$ cat config.mk
export PLATFORM = sky130hd
export DESIGN_NAME = liteeth_sram_fifo_ctrl
export DESIGN_NICKNAME = d
export VERILOG_FILES = /design/src/rtl/liteeth_sram_fifo_pkg.sv /design/src/rtl/liteeth_sram_fifo_outbuf.sv /design/src/rtl/liteeth_sram_fifo_ctrl.sv
export SDC_FILE = /design/constraint.sdc
export NUM_CORES = 1
export LEC_CHECK = 0
export CORE_MARGIN = 10
export CORE_UTILIZATION = 44
export CTS_BUF_LIST = sky130_fd_sc_hd__clkbuf_4
export DETAILED_ROUTE_END_ITERATION = 10
export PLACE_DENSITY = 0.82
export SYNTH_ARGS = -nofsm -noshare
export SYNTH_HDL_FRONTEND = slang
export SYNTH_SLANG_ARGS = --single-unit
$ cat constraint.sdc
create_clock -name clk -period 3.6 [get_ports clk]
set_input_delay 0.36 -clock clk [delete_from_list [all_inputs] [get_ports clk]]
set_output_delay 0.36 -clock clk [all_outputs]
set_load 0.05 [all_outputs]
$ cat src/rtl/liteeth_sram_fifo_pkg.sv
// Shared defaults and width helpers for the SRAM-backed stream FIFO controller.
package liteeth_sram_fifo_pkg;

  localparam int unsigned DEF_BITS       = 12;
  localparam int unsigned DEF_WORD_DEPTH = 128;
  localparam int unsigned DEF_ADDR_WIDTH = 7;

  // Level must also count the two output-buffer entries and one read in flight.
  localparam int unsigned LEVEL_EXTRA     = 2;
  localparam int unsigned DEF_LEVEL_WIDTH = DEF_ADDR_WIDTH + LEVEL_EXTRA;

  function automatic int unsigned level_width(input int unsigned addr_width);
    return addr_width + LEVEL_EXTRA;
  endfunction

endpackage

$ cat src/rtl/liteeth_sram_fifo_outbuf.sv
// Two-entry output skid buffer fed by the SRAM read port; head entry drives the stream.
module liteeth_sram_fifo_outbuf
  import liteeth_sram_fifo_pkg::*;
#(
  parameter int unsigned BITS = DEF_BITS
) (
  input  logic            clk,
  input  logic            rst_n,
  input  logic            fill,
  input  logic [BITS-1:0] fill_data,
  input  logic            pop,
  output logic            out_valid,
  output logic [BITS-1:0] out_data,
  output logic [1:0]      occ
);

  logic [BITS-1:0] head_q, head_d;
  logic [BITS-1:0] tail_q, tail_d;
  logic [1:0]      occ_q, occ_d;
  logic            valid_q;

  // Next-state: a fill arriving with a pop lands behind whatever is still queued.
  always_comb begin
    head_d = head_q;
    tail_d = tail_q;
    occ_d  = occ_q;
    case (occ_q)
      2'd0: begin
        if (fill) begin
          head_d = fill_data;
          occ_d  = 2'd1;
        end
      end
      2'd1: begin
        case ({fill, pop})
          2'b10: begin
            tail_d = fill_data;
            occ_d  = 2'd2;
          end
          2'b01: occ_d = 2'd0;
          2'b11: head_d = fill_data;
          default: ;
        endcase
      end
      default: begin
        if (pop) begin
          head_d = tail_q;
          if (fill) tail_d = fill_data;
          else      occ_d  = 2'd1;
        end
      end
    endcase
  end

  always_ff @(posedge clk or negedge rst_n) begin
    if (!rst_n) begin
      head_q  <= '0;
      tail_q  <= '0;
      occ_q   <= 2'd0;
      valid_q <= 1'b0;
    end else begin
      head_q  <= head_d;
      tail_q  <= tail_d;
      occ_q   <= occ_d;
      valid_q <= (occ_d != 2'd0);
    end
  end

  assign out_valid = valid_q;
  assign out_data  = head_q;
  assign occ       = occ_q;

endmodule

$ cat src/rtl/liteeth_sram_fifo_ctrl.sv
// Stream FIFO controller around an external 1R1W SRAM with 1-cycle read latency.
// Optional almost_full/almost_empty watermarks under LITEETH_SRAM_FIFO_WATERMARK_EN.
module liteeth_sram_fifo_ctrl
  import liteeth_sram_fifo_pkg::*;
#(
  parameter int unsigned BITS       = DEF_BITS,
  parameter int unsigned WORD_DEPTH = DEF_WORD_DEPTH,
  parameter int unsigned ADDR_WIDTH = DEF_ADDR_WIDTH
`ifdef LITEETH_SRAM_FIFO_WATERMARK_EN
  ,
  parameter int unsigned AFULL_TH   = 120,
  parameter int unsigned AEMPTY_TH  = 4
`endif
) (
  input  logic                  clk,
  input  logic                  rst_n,
  input  logic                  in_valid,
  output logic                  in_ready,
  input  logic [BITS-1:0]       in_data,
  output logic                  out_valid,
  input  logic                  out_ready,
  output logic [BITS-1:0]       out_data,
  output logic [ADDR_WIDTH+1:0] level,
`ifdef LITEETH_SRAM_FIFO_WATERMARK_EN
  output logic                  almost_full,
  output logic                  almost_empty,
`endif
  output logic                  rw0_clk,
  output logic                  rw0_ce_in,
  output logic                  rw0_we_in,
  output logic [ADDR_WIDTH-1:0] rw0_addr_in,
  output logic [BITS-1:0]       rw0_wd_in,
  output logic                  r0_clk,
  output logic                  r0_ce_in,
  output logic [ADDR_WIDTH-1:0] r0_addr_in,
  input  logic [BITS-1:0]       r0_rd_out
);

  localparam int unsigned CW = ADDR_WIDTH + 1;
  localparam int unsigned LW = level_width(ADDR_WIDTH);

  logic [ADDR_WIDTH-1:0] wr_ptr_q, wr_ptr_d;
  logic [ADDR_WIDTH-1:0] rd_ptr_q, rd_ptr_d;
  logic [CW-1:0]         mem_count_q, mem_count_d;
  logic [LW-1:0]         level_q, level_d;
  logic                  inflight_q;
  logic                  in_ready_q;
  logic [1:0]            buf_occ;
  logic                  push_c, pop_c, rd_issue_c;

  assign push_c = in_valid && in_ready_q;
  assign pop_c  = out_valid && out_ready;
  // Prefetch only while the buffer, counting the read in flight, has a free slot after this pop.
  assign rd_issue_c = (mem_count_q != '0) &&
                      ((3'(buf_occ) + 3'(inflight_q)) < (3'd2 + 3'(pop_c)));

  always_comb begin
    wr_ptr_d    = wr_ptr_q;
    rd_ptr_d    = rd_ptr_q;
    mem_count_d = mem_count_q;
    level_d     = level_q;
    if (push_c)
      wr_ptr_d = (wr_ptr_q == ADDR_WIDTH'(WORD_DEPTH - 1)) ? '0 : wr_ptr_q + ADDR_WIDTH'(1);
    if (rd_issue_c)
      rd_ptr_d = (rd_ptr_q == ADDR_WIDTH'(WORD_DEPTH - 1)) ? '0 : rd_ptr_q + ADDR_WIDTH'(1);
    case ({push_c, rd_issue_c})
      2'b10:   mem_count_d = mem_count_q + CW'(1);
      2'b01:   mem_count_d = mem_count_q - CW'(1);
      default: ;
    endcase
    case ({push_c, pop_c})
      2'b10:   level_d = level_q + LW'(1);
      2'b01:   level_d = level_q - LW'(1);
      default: ;
    endcase
  end

  // in_ready stays low through reset and rises on the first edge after release.
  always_ff @(posedge clk or negedge rst_n) begin
    if (!rst_n) begin
      wr_ptr_q    <= '0;
      rd_ptr_q    <= '0;
      mem_count_q <= '0;
      level_q     <= '0;
      inflight_q  <= 1'b0;
      in_ready_q  <= 1'b0;
    end else begin
      wr_ptr_q    <= wr_ptr_d;
      rd_ptr_q    <= rd_ptr_d;
      mem_count_q <= mem_count_d;
      level_q     <= level_d;
      inflight_q  <= rd_issue_c;
      in_ready_q  <= (mem_count_d < CW'(WORD_DEPTH));
    end
  end

  liteeth_sram_fifo_outbuf #(
    .BITS (BITS)
  ) u_outbuf (
    .clk       (clk),
    .rst_n     (rst_n),
    .fill      (inflight_q),
    .fill_data (r0_rd_out),
    .pop       (pop_c),
    .out_valid (out_valid),
    .out_data  (out_data),
    .occ       (buf_occ)
  );

  assign in_ready    = in_ready_q;
  assign level       = level_q;
  assign rw0_clk     = clk;
  assign rw0_ce_in   = push_c;
  assign rw0_we_in   = push_c;
  assign rw0_addr_in = wr_ptr_q;
  assign rw0_wd_in   = in_data;
  assign r0_clk      = clk;
  assign r0_ce_in    = rd_issue_c;
  assign r0_addr_in  = rd_ptr_q;

`ifdef LITEETH_SRAM_FIFO_WATERMARK_EN
  logic almost_full_q, almost_empty_q;

  // Flags track the level being loaded this edge so they align with the level output.
  always_ff @(posedge clk or negedge rst_n) begin
    if (!rst_n) begin
      almost_full_q  <= 1'b0;
      almost_empty_q <= 1'b1;
    end else begin
      almost_full_q  <= (level_d >= LW'(AFULL_TH));
      almost_empty_q <= (level_d <= LW'(AEMPTY_TH));
    end
  end

  assign almost_full  = almost_full_q;
  assign almost_empty = almost_empty_q;
`endif

endmodule

After elaboration in Yosys (flattened, before gate mapping)
Cells that the tools add are included.
- multiplexer cells: 16
- add/sub/neg operators: 8
- eq/ne operators: 13
- bitwise gates (word level): 1
- reductions and logical operators: 12
- $lt $le $gt $ge: 2
- operators with widths (operator ; count):
    $mux W12 ; 5
    $pmux W12 S2 ; 2
    $pmux W9 S2 ; 1
    $pmux W8 S2 ; 1
    $add A7 B1 Y7 const B ; 2
    $eq A7 B7 Y1 const B ; 2
    $mux W7 ; 2
    $add A9 B1 Y9 const B ; 1
    $sub A9 B1 Y9 const B ; 1
    $add A8 B1 Y8 const B ; 1
    $eq A2 B1 Y1 const B ; 4
    $eq A2 B2 Y1 const B ; 4
    $lt A8 B8 Y1 const B ; 1
    $pmux W2 S2 ; 2
    $reduce_bool A2 Y1 ; 4
    $reduce_bool A8 Y1 ; 1
    $sub A8 B1 Y8 const B ; 1
    $mux W2 ; 3
    $ne A2 B2 Y1 const B ; 3
    $reduce_and A4 Y1 ; 1
    $add A2 B1 Y3 ; 1
    $add A2 B1 Y3 const A ; 1
    $logic_and A1 B1 Y1 ; 3
    $lt A3 B3 Y1 ; 1
    4 further kinds ; 4
- bits of input ports: 28
- output and inout bits: 54
- flip-flop bits (word level): 60
- logic and storage cells: 62

Logic depth before layout (Yosys ltp)
Gate-level depths: netlist of the first run.
- depth after elaboration: 7
- depth in mapped cells: 11
- depth with buffers taken out: 11

Hierarchy
Synthesis of the first run repeated with hierarchy kept, for this count alone.
- cells, all modules: 351
- area, all modules: 3569.7 um^2
- by module, submodules not included (module ; area each (um^2) ; cells an instance ; instances):
    liteeth_sram_fifo_ctrl ; 2217.1 ; 235 ; 1
    liteeth_sram_fifo_outbuf ; 1352.5 ; 116 ; 1

==> qor.yml, run 1 <==
critical_path:
  r2r_cells: 11
  reg2reg_slack_ns: 0.35
  worst_setup_path_end_kind: "output port"
  critical_path_class: "reg2out"
  cp_slowest_stage_delay_ns: 0.82
  crit_family: "buffers and inverters"
  crit_chain: "inv_1 -> ha_1 -> nand3b_1 -> a221oi_4 -> buf_4 -> clkdlybuf4s50_1"
  path_buf_inv: 3
  cp_max_fo: 10
  startpoint_type: "register"
  cp_data_required_time_ns: 3.24
  crit_arrival_ns: 3.00
  r2r_start: "inflight_q"
  slowest_stage: "clkdlybuf4s50_1"
cells_and_area:
  nNetsFinal: 442
  fill_cells: 659
  drive_gt1_share_pct: 12.2
  antenna_cells: 0
  syn_to_final_growth_pct: 23.4
die:
  ios: 82
  die_area_mm2: 0.0117
  core_mm2: 0.00765
  initial_core_util_pct: 44.8
  die_w_um: 108
  die_y_um: 108
  placementRows: 32
synthesis:
  syn_inst: 336
  yosysMostFrequentCell: "dfrtp_1"
  syn_area_mm2: 0.00343
  synth_area_leaders: "dfrtp_1 44%, ha_1 8.4%, mux2_2 5.3%, mux2i_1 3.8%, a21oi_1 3.5%"
  ys_seq_elements: 60
  ys_seq_area_share_pct: 43.8
  synth_nets: 389
  netlist.area_leader.share_pct: 43.8
  ys.flop_type: "dfrtp_1"
  ys_async_sr_fraction_pct: 100
  synthDistinctLibCells: 50
  yosysWarnings: 0
  synth-edff-count: 0
  yosys.area.top_type: "dfrtp_1"
  synth_top_cells_by_count: "60 x dfrtp_1, 28 x nand2_1, 24 x a21oi_1"
  avgSynthCellArea_um2: 10.2
routing:
  dr_total_vias: 2620
  antenna_left: 0
  drtIter0Drc: 98
  wire_per_inst_um: 15.2
  viasPerCell: 5.28
  first_pass_iters: 5
  remaining_drc_errors: 0
  wirelength_um: 7530
placed_design:
  portBuffers: 57
  dp_hpwl_um: 5500
  gp_congestion: 0.842
global_routing:
  grt_pass1_wl_um: 12600
  grt_overflow: 0
  grt_antenna_before_repair: 0
  grt_pass1_vias: 2722
  grt_max_degree: 47
  track_usage_pct: 13.5
outcome:
  outcome: "completed"
timing:
  finalWorstPathRequiredPeriod_ns: 3.36
  fin_skew_ns: 0.0126
  rsz0062_at_grt: "no"
  finalCritPeriodShare_pct: 93.3
  setup_viol: 0
  finalSetupTns_ns: 0
  fmax_mhz: 298
  finalHoldViolations: 0
  tightest_slew_ns: 1.05
  finalMaxSlewViolations: 0
  slew-limit-headroom_pct: 30.0
clock_tree:
  cts_hold_buf: 0
  clk_pin_slew_worst_paths_ns: 0.11
  clk-insertion-delay-late_ns: 0.52
  cts_setup_buffers: 0
  cts_tree: "yes"
  cts-resized-gates: 0
run:
  max_cap_violations: 0
worst_hold_path:
  hp-class: "in2async"
worst max-delay path by stage:
| stage | from | endpoint | slack, ns | cells after the start |
|---|---|---|---|---|
| 6_report | inflight_q | r0_ce_in | 0.24 | 6 |
| 3_3_place_gp | out_ready | level[8] | 0.51 | 10 |
| 5_1_grt | inflight_q | r0_ce_in | 0.12 | 6 |
| 3_5_place_dp | out_ready | level[8] | 0.42 | 10 |
| 2_1_floorplan | inflight_q | register | 0.15 | 11 |
| 4_1_cts | inflight_q | r0_ce_in | 0.24 | 6 |
logic make-up after synthesis:
logic type	synth area share [%]
simple gates	12.1
compound gates	14.0
flops	43.8
buf+inv	6.57
mux	9.05
fa+ha+maj	9.57
xor+xnor	4.86
flip-flops by register name, indices dropped and copies added, names as in the netlist, named ones only:
| signal | cells |
|---|---|
| in_ready | 1 |
| inflight_q | 1 |
| level | 9 |
| mem_count_q | 7 |
| r0_addr_in | 7 |
| rw0_addr_in | 7 |
| u_outbuf.occ | 2 |
| u_outbuf.out_data | 12 |
| u_outbuf.out_valid | 1 |
| u_outbuf.tail_q | 12 |
cell usage in the layout, fill, tap and decap left out, drive strengths merged, types with 16 or more instances in the layout:
cell type | synthesis | routed
dfrtp | 60 | 60
ha | 23 | 23
a21oi | 24 | 24
inv | 16 | 16
nor2 | 23 | 23
mux2 | 16 | 16
o21ai | 22 | 22
clkdlybuf4s50 | 0 | 56
nand2 | 28 | 28
worst register-to-register path, cell delays in order (launching register included):
cell      delay (ns)
dfrtp_1         0.50
inv_1           0.09
ha_1            0.29
nand3b_1        0.20
a221oi_4        0.34
ha_4            0.28
ha_1            0.22
nand3_1         0.13
o221ai_2        0.22
a21oi_1         0.12
or4b_1          0.50
a32o_1          0.25
layer usage:
layer  vias up  share of wire, %  GRT usage (%)
li1       1284                 -              -
met1      1275                42           15.3
met2        51                50           21.7
met3        10               6.3           5.53
met4         0               1.4           6.78
met5         -                 0              0
cell type report:
| cell class | count | area (um2) | area share (%) |
|---|---|---|---|
| inverter | 16 | 60.1 | 1.42 |
| multi-input combinational | 236 | 1720 | 40.8 |
| sequential | 60 | 1500 | 35.5 |
| clock inverter | 7 | 115 | 2.72 |
| tap | 102 | 128 | 3.02 |
| clock buffer | 15 | 118 | 2.78 |
| timing repair buffer | 60 | 583 | 13.8 |
stage by stage:
| stage | area [um2] | setup WS (ns) | utilization (%) | std cells | hold slack, ns |
|---|---|---|---|---|---|
| floorplan | 3450 | 0.150 | - | 336 | 0.0644 |
| global placement | 4020 | 0.506 | 52.5 | 476 | 0.488 |
| detailed placement | 4020 | 0.422 | 52.5 | 476 | 0.497 |
| CTS | 4230 | 0.237 | 55.3 | 496 | 0.0303 |
| global route | 4230 | 0.119 | 55.3 | 496 | 0.0900 |
| finish | 4230 | 0.241 | 55.3 | 496 | 0.0170 |
Power of run 1 is left out: the tool's default activity adds up to more than one toggle a clock period on the data nets, which glitch-free logic cannot reach.
==> inputs of run 2 (changes only) <==
ABC_AREA = 1   (was not set)
CORE_MARGIN = not set   (was 10)
PLACE_DENSITY = 0.81   (was 0.82)
==> run 2 against run 1 <==
Critical path depth increased by 1. Die area decreased by 25%. Global-route usage increased by 5.2 points. Synthesized cell count increased by 42%. Non-clock buffer count decreased by 1. Sequential share of layout area decreased by 1.7 points. Largest cell class unchanged. Sequential cell count unchanged. Count of clock-buffer cells in the layout increased by 2. Setup slack improved by 0.24 ns. Utilization decreased by 1.0 points.
==> qor.yml, run 2 <==
timing:
  finalSetupTns_ns: 0  # unchanged
  finalCritPeriodShare_pct: 86.7  # -6.6 points
  finalWorstPathRequiredPeriod_ns: 3.12  # -0.239 ns
  setup_viol: 0  # unchanged
  finalMaxSlewViolations: 0  # unchanged
  slew-limit-headroom_pct: 16.4  # -14 points
  finalHoldViolations: 0  # unchanged
  fmax_mhz: 320  # +7.7%
  tightest_slew_ns: 1.24  # +0.195 ns
  whs_ns: 0.424  # +0.407 ns
  rsz0062_at_grt: "no"
  fin_skew_ns: 0.0148  # +0.00216 ns
cells_and_area:
  fin_util_pct: 54.3  # -1.0 points
  fill_cells: 769  # +17%
  drive_gt1_share_pct: 8.61  # -3.6 points
  nNetsFinal: 582  # +32%
  final_common_cell: "nand2_1"
  antenna_cells: 0  # unchanged
  syn_to_final_growth_pct: 20.5
  mostFrequentLayoutCells: "150 x nand2_1, 60 x dfrtp_1, 59 x inv_1"
clock_tree:
  clk-insertion-delay-late_ns: 0.51  # about the same
  clk_pin_slew_worst_paths_ns: 0.11  # about the same
  cts_tree: "yes"
  cts_setup_buffers: 0  # unchanged
synthesis:
  synth_top_cells_by_count: "150 x nand2_1, 60 x dfrtp_1, 59 x inv_1"
  avgSynthCellArea_um2: 7.71  # -24%
  synthDistinctLibCells: 33  # -34%
  netlist.area_leader.share_pct: 40.8  # -3.1 points
  synth-edff-count: 0  # unchanged
  yosysWarnings: 0  # unchanged
  synth_nets: 531  # +37%
  ys_async_sr_fraction_pct: 100  # unchanged
  synth_area_leaders: "dfrtp_1 41%, nand2_1 15%, ha_1 7.8%, inv_1 6.0%, nand3_1 4.5%"
  syn_inst: 478  # +42%
  ys.flop_type: "dfrtp_1"
  ys_seq_elements: 60  # unchanged
  yosys.area.top_type: "dfrtp_1"
  syn_area_mm2: 0.00368  # +7.5%
  ys_seq_area_share_pct: 40.8  # -3.1 points
  yosysMostFrequentCell: "nand2_1"
routing:
  viasPerCell: 4.85  # -8.2%
  wire_per_inst_um: 11.5  # -24%
  dr_wl_met2_um: 3750  # -0.61%
  drt-met1-wl_um: 3200  # +0.66%
  first_pass_iters: 4  # -1
  drtIter0Drc: 127  # +30%
  dr_total_vias: 3099  # +18%
  antenna_left: 0  # unchanged
  remaining_drc_errors: 0  # unchanged
  routed.top_layer: "met4"
  wirelength_um: 7340  # -2.5%
  wl_met3_um: 246  # -48%
placed_design:
  gp_congestion: 0.896  # +6.3%
  portBuffers: 57  # unchanged
  dp_hpwl_um: 5430  # -1.4%
critical_path:
  cp_data_required_time_ns: 3.24  # about the same
  crit_arrival_ns: 2.76  # -0.24 ns
  reg2reg_slack_ns: 0.86  # +0.51 ns
  worst_setup_path_end_kind: "output port"
  critical_path_class: "reg2out"
  cp_max_fo: 11  # +1
  startpoint_type: "register"
die:
  die_w_um: 93.5  # -14%
  placementRows: 33  # +3.1%
  die_y_um: 93.5  # -14%
  initial_core_util_pct: 45.1  # +0.24 points
  die_area_mm2: 0.00874  # -25%
  ios: 82  # unchanged
  core_mm2: 0.00818  # +6.9%
run:
  max_cap_violations: 0  # unchanged
global_routing:
  grt_pass1_vias: 3024  # +11%
  grt_pass1_wl_um: 12600  # -0.38%
  grt_overflow: 0  # unchanged
  track_usage_pct: 18.7  # +5.2 points
  grt_antenna_before_repair: 0  # unchanged
  grt_max_degree: 43  # -8.5%
outcome:
  outcome: "completed"
worst_hold_path:
  hp-class: "in2reg"
## run 2: cell count changes in the layout (fill, tap and decap cells not counted), sizes merged, moves of 4 or more
cell | previous run | this run
nor2b | 4 | 0
or2 | 1 | 5
o21ai | 22 | 36
a21oi | 24 | 19
nor2 | 23 | 37
xnor2 | 13 | 6
mux2 | 16 | 0
nand3 | 13 | 34
nand2 | 28 | 153
inv | 16 | 60
mux2i | 13 | 0
## run 2: timing repair
action,in CTS,in global routing
resized for setup,0,0
hold buffers,1,0
endpoints found under the hold margin,41,0
## run 2: cells by family after synthesis
| kind of cell | share of synthesized area (%) |
|---|---|
| AND/OR/NAND/NOR | 26.5 |
| buffers and inverters | 11.3 |
| AO/OA/AOI/OAI | 9.92 |
| flip-flops | 40.8 |
| adder cells (fa/ha/maj) | 8.90 |
| XOR/XNOR | 2.62 |
## run 2: metal layers
metal / vias up / global-route usage (%)
li1: 1601 / -
met1: 1439 / 20.7
met2: 42 / 31.7
met3: 17 / 5.61
met4: 0 / 11.0
met5: - / 0
## run 2: worst paths after layout
path,from,depth (start not counted),end
worst max-delay path,inflight_q,7,r0_ce_in
worst min-delay path,r0_rd_out[11],3,u_outbuf.tail_q[11]
worst max register to register,inflight_q,12,in_ready
worst min register to register,u_outbuf.out_data[4],2,u_outbuf.out_data[4]
max in group asynchronous,rst_n,3,r0_addr_in[6]
min in group asynchronous,rst_n,2,u_outbuf.out_data[4]
## run 2: through the flow
step           setup slack (ns)  std cells  instance area [um2]
2_1_floorplan             0.704        478                 3680
6_report                  0.480        639                 4440
4_1_cts                   0.410        639                 4440
3_5_place_dp              0.768        618                 4220
3_3_place_gp              0.768        618                 4220
5_1_grt                   0.225        639                 4440
## run 2: worst max-delay path: stages, from the launching register on
cell             delay (ns)
dfrtp_1                0.48
ha_1                   0.24
ha_1                   0.26
o21ai_0                0.07
nand2_1                0.10
nor2_4                 0.09
buf_4                  0.17
clkdlybuf4s50_1        0.82
## run 2: layout make-up
class | instances | area, um2 | area share, %
repair buffers | 59 | 578 | 13.0
clock buffers | 17 | 133 | 2.99
inverters | 61 | 229 | 5.16
flip-flops and latches | 60 | 1500 | 33.8
clock inverters | 5 | 100 | 2.26
well taps | 105 | 131 | 2.96
multi-input cells | 332 | 1770 | 39.8
Power of run 2 is left out for the same reason.
==> inputs of run 3 (changes only) <==
CORE_ASPECT_RATIO = 0.8   (was not set)
CORE_MARGIN = 2   (was not set)
MAX_ROUTING_LAYER = met4   (was not set)
==> run 3 against run 2 <==
Utilization grew 0.86 points. Maximum frequency is 0.86% lower. Via count grew 2.9%. Setup slack worse by 0.027 ns. Non-clock buffer count unchanged. Critical path depth stayed put. Clock skew up 0.0074 ns. Design area is 0.37% lower. First-iteration DRC count shrank 35%. Sequential cell count unchanged. Final cell count grew 0.47%. Critical path type unchanged. Largest cell class unchanged.
==> qor.yml, run 3 (same netlist as run 2, synthesis figures left out) <==
critical_path:
  worst_setup_path_end_kind: "output port"
  r2r_start: "inflight_q"
  cp_max_fo: 11  # unchanged
  startpoint_type: "register"
  r2r_cells: 12  # unchanged
  crit_arrival_ns: 2.79  # +0.03 ns
  reg2reg_slack_ns: 0.78  # -0.08 ns
  cp_data_required_time_ns: 3.24  # about the same
  r2r_end: "in_ready"
  critical_path_class: "reg2out"
cells_and_area:
  fin_util_pct: 55.1  # +0.86 points
  antenna_cells: 0  # unchanged
  mostFrequentLayoutCells: "150 x nand2_1, 60 x dfrtp_1, 59 x inv_1"
  fill_cells: 756  # -1.7%
  multi_input_area_mm2: 0.00177  # unchanged
  nNetsFinal: 582  # unchanged
  syn_to_final_growth_pct: 20.0
  drive_gt1_share_pct: 8.80  # +0.19 points
  final_common_cell: "nand2_1"
  seqCellArea_mm2: 0.00150  # unchanged
die:
  die_w_um: 106  # +14%
  die_y_um: 85.8  # -8.2%
  initial_core_util_pct: 45.9  # +0.88 points
  core_mm2: 0.00802  # -1.9%
  placementRows: 29  # -12%
  ios: 82  # unchanged
  die_area_mm2: 0.00912  # +4.4%
clock_tree:
  cts_tree: "yes"
  clk_pin_slew_worst_paths_ns: 0.12  # about the same
  clk-insertion-delay-late_ns: 0.52  # about the same
  cts-resized-gates: 0  # unchanged
  cts_hold_buf: 0  # -1
  cts_setup_buffers: 0  # unchanged
timing:
  setup_viol: 0  # unchanged
  slew-limit-headroom_pct: 27.3  # +11 points
  rsz0062_at_grt: "no"
  fin_skew_ns: 0.0222  # +0.00745 ns
  finalHoldViolations: 0  # unchanged
  finalWorstPathRequiredPeriod_ns: 3.15  # +0.0270 ns
  finalCritPeriodShare_pct: 87.4  # +0.75 points
  finalSetupTns_ns: 0  # unchanged
  fmax_mhz: 318  # -0.86%
  finalMaxSlewViolations: 0  # unchanged
  tightest_slew_ns: 1.09  # -0.154 ns
routing:
  wire_per_inst_um: 12.1  # +4.9%
  viasPerCell: 4.97  # +2.4%
  dr_total_vias: 3189  # +2.9%
  drtIter0Drc: 83  # -35%
  wirelength_um: 7740  # +5.4%
  antenna_left: 0  # unchanged
  first_pass_iters: 5  # +1
  remaining_drc_errors: 0  # unchanged
global_routing:
  grt_max_degree: 50  # +16%
  grt_pass1_wl_um: 13600  # +7.9%
  grt_pass1_vias: 3071  # +1.6%
  track_usage_pct: 19.3  # +0.63 points
  grt_overflow: 0  # unchanged
  grt_antenna_before_repair: 0  # unchanged
outcome:
  outcome: "completed"
placed_design:
  portBuffers: 57  # unchanged
  gp_congestion: 0.880  # -1.8%
  dp_hpwl_um: 5670  # +4.4%
run:
  max_cap_violations: 0  # unchanged
worst_hold_path:
  hp-class: "in2async"
run 3: worst max path at each step:
stage / cells after the start / slack (ns) / endpoint / from
4_1_cts: 7 / 0.41 / r0_ce_in / inflight_q
2_1_floorplan: 12 / 0.70 / register / inflight_q
5_1_grt: 7 / 0.29 / r0_ce_in / inflight_q
3_5_place_dp: 12 / 0.72 / in_ready / out_ready
3_3_place_gp: 1 / 0.77 / r0_clk / clk
6_report: 7 / 0.45 / r0_ce_in / inflight_q
run 3: area by class of cell:
type,count,area share (%)
Clock buffer,15,2.66
Clock inverter,7,2.21
Inverter,61,5.18
Multi-Input combinational cell,332,39.9
Sequential cell,60,34.0
Tap cell,108,3.06
Timing Repair Buffer,59,13.0
run 3: critical path, stage by stage, from the launching register on:
cell             delay, ns
dfrtp_1               0.49
ha_1                  0.24
ha_1                  0.27
o21ai_0               0.07
nand2_1               0.11
nor2_4                0.10
buf_4                 0.18
clkdlybuf4s50_1       0.82
run 3: per-layer routing:
layer	GRT usage (%)	vias to the layer above	routed length, um
met2	30.7	79	3810
met4	6.34	0	51
met3	6.00	7	365
met1	23.7	1500	3520
li1	-	1603	-
met5	-	-	0
run 3: stage by stage:
step | instances | hold slack (ns) | worst slack (ns) | cell area (um2)
5_1_grt | 642 | 0.0826 | 0.291 | 4420
6_report | 642 | 0.0314 | 0.453 | 4420
4_1_cts | 642 | 0.0427 | 0.406 | 4420
3_3_place_gp | 622 | 0.471 | 0.768 | 4230
2_1_floorplan | 478 | 0.0644 | 0.704 | 3680
3_5_place_dp | 622 | 0.487 | 0.716 | 4230
Power of run 3 is left out for the same reason.
==> edit 1, RTL diff (settings of run 1) <==
Change the package constant `DEF_ADDR_WIDTH` from 7 to 8.
--- a/src/rtl/liteeth_sram_fifo_pkg.sv
+++ b/src/rtl/liteeth_sram_fifo_pkg.sv
@@ -5,3 +5,3 @@
   localparam int unsigned DEF_WORD_DEPTH = 128;
-  localparam int unsigned DEF_ADDR_WIDTH = 7;
+  localparam int unsigned DEF_ADDR_WIDTH = 8;
 
Ports: changed (resized level, r0_addr_in and rw0_addr_in); port bits go from 82 to 85. No check against the original RTL was run, so the function may have changed too.
==> edit 1 against run 1 <==
  * Sequential cell count is 4 higher
  * Setup slack better by 120 ps
  * Area after synthesis rose by 5.4%
  * Hold slack better by 470 ps
  * Cell count is 4.2% higher
  * Final area up 5.1%
  * Routed wire length rose by 3.6%
  * Largest cell class unchanged
Power is not shown: default switching activity piles up to over one toggle a cycle in this logic, so the estimate is an artifact.
==> edit 1: results <==
finish:
  fillCellCount: 688
  fin_cells: 517
  drive_gt1_share_pct: 11.8
  nNetsFinal: 465
  multi_input_area_mm2: 0.00180
detailed_routing:
  wl_per_cell_um: 15.1
  met2WireLength_mm: 4.03
  drt_pass1_iterations: 6
  highest_layer: "met4"
  wl_met1_mm: 3.32
  drt_iter0_drc: 82
  wl_met3_um: 385
  vias: 2754
synthesis:
  synth_top_cells_by_count: "dfrtp_1 (64), nor2_1 (29), nand2_1 (28)"
  synthXorXnorAreaFrac_pct: 4.12
  synth_compound_area_share_pct: 14.0
  async_flop_share_pct: 100
  synthTopCellsByArea: "dfrtp_1 (44%), ha_1 (8.7%), mux2_2 (5.0%)"
  netlist_instances: 353
  synth.distinct_cells: 47
  synth_mux_area_share_pct: 8.86
  synth_fp_nets: 408
grt:
  grt_pass1_wl_mm: 13.3
  grt_pass1_vias: 2883
  groute.usage.overall_pct: 13.0
  grt_max_degree: 44
place:
  port_buffers: 60
  dpl_cell_area_mm2: 0.00422
  preCtsSetupSlack_ps: 280
  place_inst: 496
  gp_congestion: 0.899
  dpl.hpwl_mm: 5.79
critical_path:
  cp.arrival_ps: 3620
  crit_fanout: 9
clocking:
  post_cts_resized: 0
  clk_pin_slew_worst_paths_ps: 130
status:
  status: "complete, no violations"
timing:
  fin_skew_ps: 23.6
  max_slew_margin_pct: 34.8
hold_path:
  hold_class: "primary input to register"
edit 1: changes by cell type after synthesis, moves of 4 or more:
cell / change
o21a_1: +5
and3_1: +4
dfrtp_1: +4
inv_1: -4
o31ai_1: +5
nor2_1: +6
xnor2_1: -4
nand3_1: -10
a21o_1: +4
edit 1: cells by family after synthesis:
kind of cell,after synthesis
flip-flops,64
multiplexers,30
adder cells (fa/ha/maj),27
XOR/XNOR,17
AO/OA/AOI/OAI,80
buffers and inverters,37
AND/OR/NAND/NOR,98
edit 1: final cells by class:
type,instances,share of cell area [%]
clock inverters,7,2.70
flip-flops and latches,64,36.0
clock buffers,15,2.65
inverters,13,1.15
well taps,102,2.87
multi-input cells,252,40.6
repair buffers,64,14.0
edit 1: critical path, stage by stage (launching register included):
cell and delay [ps]:
dfrtp_1 470, ha_1 210, ha_1 290, o21ai_2 50
and3b_1 180, ha_1 390, inv_1 100, fa_1 420
nand3b_1 180, a21oi_1 200, a221o_1 200, xnor2_1 90
a211oi_1 240, a21oi_1 70
edit 1: final timing paths:
kind	endpoint	cells after the start	start	slack (ps)
worst max-delay path	in_ready	13	u_outbuf.occ[0]	370
worst min-delay path	u_outbuf.tail_q[10]	2	r0_rd_out[10]	490
min in group asynchronous	u_outbuf.tail_q[0]	2	rst_n	530
worst max register to register	in_ready	13	u_outbuf.occ[0]	370
max in group asynchronous	rw0_addr_in[0]	3	rst_n	2200
worst min register to register	level[9]	1	level[9]	490
edit 1: timing repair:
action / CTS / global route
buffers inserted: 0 / 0
hold endpoints to repair: 13 / 0
hold buffers: 1 / 0
edit 1: routing by layer:
| metal | track usage, % | up-vias |
|---|---|---|
| li1 | - | 1356 |
| met1 | 13.6 | 1342 |
| met2 | 21.9 | 49 |
| met3 | 5.46 | 7 |
| met4 | 6.22 | 0 |
| met5 | 0 | - |
==> edit 2, RTL diff (flow settings as in run 1) <==
Made on the original files. Put one more register stage on the output `level`. The value now appears one clock later. The other outputs are not delayed to match.
--- a/src/rtl/liteeth_sram_fifo_ctrl.sv
+++ b/src/rtl/liteeth_sram_fifo_ctrl.sv
@@ -110,3 +110,5 @@
   assign in_ready    = in_ready_q;
-  assign level       = level_q;
+  always_ff @(posedge clk) begin
+    level <= level_q;
+  end
   assign rw0_clk     = clk;
Function: changed (Yosys sat finds a counterexample within 4 cycles, from zero or initial values and one cycle with rst_n low).
==> edit 2 against run 1 <==
  * Core utilization is 0.85 points higher
  * Routed wire length rose by 2.2%
  * Sequential cell count grew 9
  * Sequential share of layout area is 2.7 points higher
  * Setup slack gained 49 ps
  * Area after synthesis grew 4.8%
  * Final area grew 4.2%
  * Cell count increased by 1.8%
  * Synthesized cell count grew 2.4%
  * Critical path type is now register to register
  * Largest cell class unchanged
  * Highest routed layer unchanged
Power is left out: the tool's default activity adds up to more than one toggle a clock period on the data nets, which glitch-free logic cannot reach.
==> edit 2: results <==
finish:
  layout.comb_gates.multi_input: 235
  fin_cells: 505
  fillCellCount: 686
  buffers: 61
  multi_input_area_share_pct: 38.8
  buf_share_pct: 13.5
  clkbuf_count: 16
  stdcell_area_mm2: 0.00441
  drive_gt1_share_pct: 11.7
synthesis:
  synth_fp_nets: 397
  synth_top_cells_by_count: "dfrtp_1 (60), nand2_1 (31), a21oi_1 (24)"
  synth_compound_area_share_pct: 13.7
  yosysSeqAreaShare_pct: 46.8
  synth_mux_area_share_pct: 8.68
  synthTopCellsByArea: "dfrtp_1 (42%), ha_1 (8.0%), mux2_2 (5.3%)"
  ys_ff_latch: 69
  synth.avg_cell_area_um2: 10.4
  async_flop_share_pct: 87.0
  synthAdderAreaFrac_pct: 9.13
detailed_routing:
  vias: 2651
  drt_iter0_drc: 147
  wl_per_cell_um: 15.2
  drt_pass1_iterations: 4
timing:
  max_slew_margin_pct: 45.6
  fin_skew_ps: 6.55
  whs_ps: 422
place:
  gp_congestion: 0.826
  place_inst: 484
  preCtsSetupSlack_ps: 314
  dpl_cell_area_mm2: 0.00418
status:
  status: "complete, no violations"
critical_path:
  crit_fanout: 12
  critical-path-slowest-cell: "or4b_1"
  cp.arrival_ps: 3740
  critPathMaxStageDelay_ps: 500
  ff2ff_setup_slack_ps: 290
hold_path:
  hold_class: "register to register"
clocking:
  postCtsHoldBufs: 1
grt:
  grt_pass1_wl_mm: 13.0
  grt_max_degree: 38
  groute.usage.overall_pct: 13.6
[edit 2: worst max-delay path by stage]
stage	start	to	slack [ps]	cells after the start
after floorplan	inflight_q	register	10	11
after global placement	inflight_q	register	490	11
after detailed placement	inflight_q	register	310	11
after CTS	inflight_q	r0_ce_in	270	6
after global routing	inflight_q	register	8	11
final	inflight_q	register	290	11
[edit 2: critical path, delay by kind of cell (launching register included)]
| family | cells | cell delay, ps |
|---|---|---|
| adder cells (fa/ha/maj) | 3 | 930 |
| buffers and inverters | 1 | 80 |
| AND/OR/NAND/NOR | 3 | 830 |
| AO/OA/AOI/OAI | 4 | 870 |
| flip-flops | 1 | 490 |
[edit 2: metal layers]
| metal | share of wire, % | global-route usage [%] | wire length (um) | up-vias |
|---|---|---|---|---|
| li1 | - | - | - | 1312 |
| met1 | 40 | 14.3 | 3090 | 1281 |
| met2 | 54 | 23.3 | 4180 | 41 |
| met3 | 3.5 | 5.05 | 266 | 17 |
| met4 | 2.0 | 7.34 | 157 | 0 |
| met5 | 0 | 0 | 0 | - |
